===== src/rtl/reg_bus_arb_pkg.sv =====
// Shared types and helpers for the register-bus arbiter.
// Optional watchdog: REG_BUS_ARB_TIMEOUT_EN.
package reg_bus_arb_pkg;

  typedef enum logic [1:0] {
    IDLE  = 2'd0,
    ISSUE = 2'd1,
    WAIT  = 2'd2
  } arb_state_t;

  function automatic int idx_w(input int n);
    return (n > 1) ? $clog2(n) : 1;
  endfunction

endpackage


===== src/rtl/reg_bus_arbiter_rr_pick.sv =====
// Combinational round-robin pick: first set request
// at or above rr_ptr, wrapping modulo N.
module rr_pick
  import reg_bus_arb_pkg::*;
#(
  parameter int N  = 2,
  parameter int IW = idx_w(N)
) (
  input  logic [N-1:0]  req,
  input  logic [IW-1:0] rr_ptr,
  output logic          valid,
  output logic [IW-1:0] idx
);

  int            c;
  logic [IW-1:0] cand;

  // Walk offsets high to low so the closest hit wins.
  always_comb begin
    valid = 1'b0;
    idx   = '0;
    c     = 0;
    cand  = '0;
    for (int off = N - 1; off >= 0; off--) begin
      c = int'(rr_ptr) + off;
      if (c >= N) c = c - N;
      cand = IW'(c);
      if (req[cand]) begin
        valid = 1'b1;
        idx   = cand;
      end
    end
  end

endmodule


===== src/rtl/reg_bus_arbiter.sv =====
// Round-robin arbiter sharing one register bus among
// NUM_REQ bridges. Watchdog under REG_BUS_ARB_TIMEOUT_EN.
module reg_bus_arbiter
  import reg_bus_arb_pkg::*;
#(
  parameter int NUM_REQ        = 2,
  parameter int ADDR_WIDTH     = 3,
  parameter int DATA_WIDTH     = 32,
  parameter int TIMEOUT_CYCLES = 255
) (
  input  logic                            clk,
  input  logic                            rst,
  input  logic [NUM_REQ-1:0]              m_req,
  input  logic [NUM_REQ-1:0]              m_is_wr,
  input  logic [NUM_REQ*ADDR_WIDTH-1:0]   m_addr,
  input  logic [NUM_REQ*DATA_WIDTH-1:0]   m_wr_data,
  input  logic [NUM_REQ*DATA_WIDTH/8-1:0] m_wr_biten,
  output logic [NUM_REQ-1:0]              m_ready,
  output logic [DATA_WIDTH-1:0]           m_rd_data,
  output logic                            m_err,
  output logic                            o_bus_req,
  output logic                            o_bus_req_is_wr,
  output logic [ADDR_WIDTH-1:0]           o_bus_addr,
  output logic [DATA_WIDTH-1:0]           o_bus_wr_data,
  output logic [DATA_WIDTH/8-1:0]         o_bus_wr_biten,
  input  logic                            bus_req_stall_wr,
  input  logic                            bus_req_stall_rd,
  input  logic                            bus_ready,
  input  logic [DATA_WIDTH-1:0]           bus_rd_data,
  input  logic                            bus_err,
  output logic [idx_w(NUM_REQ)-1:0]       grant_idx
);

  localparam int IW = idx_w(NUM_REQ);
  localparam int BW = DATA_WIDTH / 8;

  if (NUM_REQ < 2 || NUM_REQ > 8 ||
      TIMEOUT_CYCLES < 1) begin : g_bad_param
    $error("reg_bus_arbiter: bad parameter");
  end

  logic [ADDR_WIDTH-1:0] addr_a [NUM_REQ];
  logic [DATA_WIDTH-1:0] wdat_a [NUM_REQ];
  logic [BW-1:0]         bten_a [NUM_REQ];

  for (genvar i = 0; i < NUM_REQ; i++) begin : g_unpack
    assign addr_a[i] =
      m_addr[i*ADDR_WIDTH +: ADDR_WIDTH];
    assign wdat_a[i] =
      m_wr_data[i*DATA_WIDTH +: DATA_WIDTH];
    assign bten_a[i] =
      m_wr_biten[i*BW +: BW];
  end

  arb_state_t            state_q;
  arb_state_t            state_d;
  logic [IW-1:0]         rr_ptr;
  logic                  pick_valid;
  logic [IW-1:0]         pick_idx;
  logic                  cap_is_wr;
  logic [ADDR_WIDTH-1:0] cap_addr;
  logic [DATA_WIDTH-1:0] cap_wdata;
  logic [BW-1:0]         cap_biten;
  logic                  stall;
  logic                  issue_go;
  logic                  bus_done;
  logic                  to_hit;
  logic                  done;
  logic [IW-1:0]         rr_next;

  rr_pick #(
    .N  (NUM_REQ),
    .IW (IW)
  ) u_rr_pick (
    .req    (m_req),
    .rr_ptr (rr_ptr),
    .valid  (pick_valid),
    .idx    (pick_idx)
  );

  assign stall = cap_is_wr ? bus_req_stall_wr
                           : bus_req_stall_rd;

  // rst also masks outputs so an abandoned
  // transaction never leaks a strobe or a pulse.
  assign issue_go = !rst && (state_q == ISSUE)
                    && !stall;

  assign bus_done = bus_ready &&
                    (issue_go ||
                     (!rst && state_q == WAIT));

`ifdef REG_BUS_ARB_TIMEOUT_EN
  localparam int TW = $clog2(TIMEOUT_CYCLES + 1);

  logic [TW-1:0] to_cnt;

  // Held at zero in IDLE so it reads 0 on ISSUE entry.
  always_ff @(posedge clk) begin
    if (rst) begin
      to_cnt <= '0;
    end else if (state_q == IDLE) begin
      to_cnt <= '0;
    end else if (to_cnt != TW'(TIMEOUT_CYCLES)) begin
      to_cnt <= to_cnt + TW'(1);
    end
  end

  assign to_hit = !rst && (state_q != IDLE) &&
                  (to_cnt == TW'(TIMEOUT_CYCLES)) &&
                  !bus_done;
`else
  assign to_hit = 1'b0;
`endif

  assign done = bus_done || to_hit;

  assign rr_next =
    (grant_idx == IW'(NUM_REQ - 1)) ? '0
                                    : grant_idx + IW'(1);

  always_comb begin
    state_d = state_q;
    unique case (state_q)
      IDLE: begin
        if (pick_valid) state_d = ISSUE;
      end
      ISSUE: begin
        if (!stall)
          state_d = bus_ready ? IDLE : WAIT;
      end
      WAIT: begin
        if (bus_ready) state_d = IDLE;
      end
      default: state_d = IDLE;
    endcase
    if (to_hit) state_d = IDLE;
  end

  always_ff @(posedge clk) begin
    if (rst) begin
      state_q   <= IDLE;
      rr_ptr    <= '0;
      grant_idx <= '0;
      cap_is_wr <= 1'b0;
      cap_addr  <= '0;
      cap_wdata <= '0;
      cap_biten <= '0;
    end else begin
      state_q <= state_d;
      if (state_q == IDLE && pick_valid) begin
        grant_idx <= pick_idx;
        cap_is_wr <= m_is_wr[pick_idx];
        cap_addr  <= addr_a[pick_idx];
        cap_wdata <= wdat_a[pick_idx];
        cap_biten <= bten_a[pick_idx];
      end
      if (done) rr_ptr <= rr_next;
    end
  end

  always_comb begin
    o_bus_req       = issue_go;
    o_bus_req_is_wr = 1'b0;
    o_bus_addr      = '0;
    o_bus_wr_data   = '0;
    o_bus_wr_biten  = '0;
    if (issue_go) begin
      o_bus_req_is_wr = cap_is_wr;
      o_bus_addr      = cap_addr;
      o_bus_wr_data   = cap_wdata;
      o_bus_wr_biten  = cap_biten;
    end
  end

  always_comb begin
    m_ready   = '0;
    m_rd_data = '0;
    m_err     = 1'b0;
    if (done) m_ready[grant_idx] = 1'b1;
    if (bus_done) begin
      m_rd_data = bus_rd_data;
      m_err     = bus_err;
    end else if (to_hit) begin
      m_err = 1'b1;
    end
  end

endmodule


===== config.mk =====
export PLATFORM = sky130hd
export DESIGN_NAME = reg_bus_arbiter
export DESIGN_NICKNAME = d
export VERILOG_FILES = /design/src/rtl/reg_bus_arb_pkg.sv /design/src/rtl/reg_bus_arbiter_rr_pick.sv /design/src/rtl/reg_bus_arbiter.sv
export SDC_FILE = /design/constraint.sdc
export NUM_CORES = 1
export LEC_CHECK = 0
export BUFFER_PORTS_ARGS = -buffer_cell sky130_fd_sc_hd__buf_2
export CORE_ASPECT_RATIO = 1.5
export CORE_MARGIN = 3
export CORE_UTILIZATION = 38
export CTS_BUF_LIST = sky130_fd_sc_hd__clkbuf_16
export CTS_CLUSTER_SIZE = 20
export DETAILED_ROUTE_END_ITERATION = 7
export HOLD_SLACK_MARGIN = 0.05
export PLACE_DENSITY = 0.72
export SKIP_LAST_GASP = 1
export SYNTH_ARGS = -nofsm -noshare
export SYNTH_HDL_FRONTEND = slang
export SYNTH_SLANG_ARGS = --single-unit

===== constraint.sdc =====
create_clock -name clk -period 1.67 [get_ports clk]
set_input_delay 0.0835 -clock clk [delete_from_list [all_inputs] [get_ports clk]]
set_output_delay 0.0835 -clock clk [all_outputs]
set_load 0.01 [all_outputs]

==> flow_metrics.py <==
metrics = {
    "timing": {
        "relSlewSlack_pct": 74.2,
        "max_slew.worst_pin.slew_ns": 0.387,
        "slew_violations": 0,
        "post-route-min-period_ns": 1.66,
        "whs_ns": 0.116,
        "fin_skew_ns": 0.00591,
        "hold_viol": 0,
        "finalCritPeriodShare_pct": 99.3,
        "grt_setup_unrepaired": "true",
        "setup_viol": 0,
        "fmax_ghz": 0.603,
    },
    "synth": {
        "ys.flop_type": "dfxtp_1",
        "synth_edf_count": 0,
        "syn_area_mm2": 0.00308,
        "ys_warn_count": 0,
        "async_flop_share_pct": 0,
        "ys_ff_latch": 44,
        "synth_cell_types": 25,
        "seq_area_frac_synth_pct": 28.6,
        "syn_nets": 470,
        "synth_area_per_cell_um2": 8.80,
        "syn-instance-count": 350,
    },
    "worst_setup_path": {
        "cp_top_family": "simple AND/OR/NAND/NOR gates",
        "critPathCaptureType": "primary output",
        "cp_data_required_time_ns": 1.59,
        "cpPeakStageDelay_ns": 0.37,
        "worst_setup_path_start_kind": "flip-flop",
        "crit_chain": "mux2i_4 -> and3_4 -> buf_12 -> and2_1 -> buf_2",
        "path_buf_inv": 2,
        "cp_max_fo": 23,
        "path_class": "flip-flop to primary output",
        "arrival_ns": 1.58,
        "slowest_stage": "dfxtp_4",
    },
    "final_layout": {
        "area_growth_pct": 43.4,
        "drive_above_1_share_pct": 52.4,
        "layout_common_cells": "196 x buf_2, 41 x nand3b_1, 41 x a21oi_1, 41 x dfxtp_1",
        "final_common_cell": "buf_2",
        "multi_input_area_mm2": 0.00201,
        "fin_nets": 648,
        "regArea_um2": 887,
        "fin_util_pct": 56.9,
        "fillers": 719,
        "antennaDiodeCount": 0,
    },
    "die": {
        "design.portCount": 197,
        "num_rows": 39,
        "die_area_mm2": 0.00924,
        "start_util_pct": 39.7,
        "dieHeight_um": 116,
        "core_mm2": 0.00776,
        "die_width_um": 79.5,
    },
    "clock_tree": {
        "cts_buffer_depth": 2,
        "cts_buffers": 5,
        "clkLatencyLatePin_ns": 0.28,
        "cts-root-buf": "clkbuf_16",
        "htree_num_levels": 2,
        "cts_tree": "done",
        "clk_pin_slew_ns": 0.06,
        "clock_sinks": 44,
    },
    "place": {
        "hpwlAfterDp_mm": 7.80,
        "gp_congestion": 0.844,
        "numPortBuffers": 196,
    },
    "power_and_ir_drop": {
        "ir_drop_v": 0.000545,
        "p_leak_uw": 0.00194,
        "power_density_mw_per_mm2": 748,
    },
    "routing": {
        "firstDrtPassIters": 4,
        "drcViolationCount": 0,
        "drtIter0Drc": 153,
        "ant_nets": 0,
        "routed_via_density": 5.34,
        "wl_per_cell_um": 16.1,
        "via_count": 3370,
        "wl_mm": 10.2,
    },
    "global_route": {
        "antenna_found_initial": 0,
        "grt_use_total_pct": 20.0,
        "grt_pass1_vias": 3174,
        "grt_pass1_wl_mm": 14.7,
        "grt_max_degree": 50,
        "grt_overflow": 0,
    },
    "status": {
        "status": "finished clean",
    },
    "job": {
        "drv_cap": 0,
    },
    "hold_path": {
        "hold_path_class": "input pin to flip-flop",
    },
}
[cells by family after synthesis]
group | Yosys count | synth area share, %
muxes | 2 | 0.691
and+or+nand+nor | 130 | 29.3
DFF | 44 | 28.6
AOI/OAI and AO/OA | 125 | 33.9
buffers and inverters | 49 | 7.56
[routing by layer]
layer | GRT usage [%] | share of wire, %
met2 | 41.3 | 56
met3 | 2.93 | 6.9
met4 | 6.77 | 2.0
met5 | 0 | 0
met1 | 19.7 | 35
[final cells by class]
class | count | share of cell area, %
inverter | 1 | 0.0850
tap | 102 | 2.89
multi-input combinational | 257 | 45.5
clock inverter | 3 | 0.879
sequential | 44 | 20.1
clock buffer | 5 | 2.83
timing repair buffer | 219 | 27.7
[metrics by stage]
| stage | setup slack [ns] | std cells | total power [µW] | cell area (µm²) | setup TNS (ns) |
|---|---|---|---|---|---|
| after global routing | -0.0661 | 631 | 3470 | 4410 | -2.35 |
| after detailed placement | 0.0883 | 619 | 2210 | 4150 | 0 |
| final | 0.0114 | 631 | 3300 | 4410 | 0 |
| after CTS | -0.0157 | 630 | 3320 | 4390 | -0.102 |
| after floorplan | 0.230 | 350 | 1870 | 3080 | 0 |
| after global placement | 0.202 | 619 | 2180 | 4150 | 0 |
[synth_stat cells (all sizes together), types with 2 or more instances]
master | n | area, µm²
o21ai | 40 | 200
clkbuf | 39 | 146
nand3b | 41 | 308
a311oi | 40 | 601
nor3b | 34 | 255
nor2 | 4 | 15.0
buf | 9 | 82.6
nor3 | 2 | 10.0
dfxtp | 44 | 881
nor2b | 4 | 25.0
and2 | 41 | 259
a21oi | 42 | 214
[report_power, final]
part | internal (µW) | switching (µW)
combinational | 462 | 505
clock | 698 | 391
sequential | 1170 | 72.1
[worst paths after layout]
| check | start | to | slack, ns | cells past startpoint |
|---|---|---|---|---|
| setup reg to reg | cap_is_wr$_SDFFE_PP0P_ | rr_ptr$_SDFFE_PP0P_ | 0.28 | 4 |
| hold reg to reg | state_q[1]$_SDFFE_PP0P_ | state_q[0]$_SDFFE_PP0P_ | 0.51 | 1 |
| setup / recovery | cap_is_wr$_SDFFE_PP0P_ | o_bus_wr_biten[2] | 0.01 | 5 |
| hold / removal | m_wr_data[56] | cap_wdata[24]$_SDFFE_PP0P_ | 0.12 | 3 |
[repair_timing]
item	in CTS	in global routing
buffers inserted	1	1
hold buffers	2	0
endpoints found under the setup margin	75	73
endpoints found under the hold margin	1	0
pin swaps	1	1
gates resized for setup	12	4
[worst register-to-register path: stages (launching register included)]
cell and delay (ns):
dfxtp_4 0.37, mux2i_4 0.26, buf_4 0.14, a32o_1 0.17
mux2_1 0.33
[registers in the layout (all words and copies together), names as in the netlist]
name	cells
cap_wdata	32
cap_biten	4
cap_addr	3
state_q	2
cap_is_wr	1
grant_idx	1
rr_ptr	1
(Power assumes the default switching activity.)
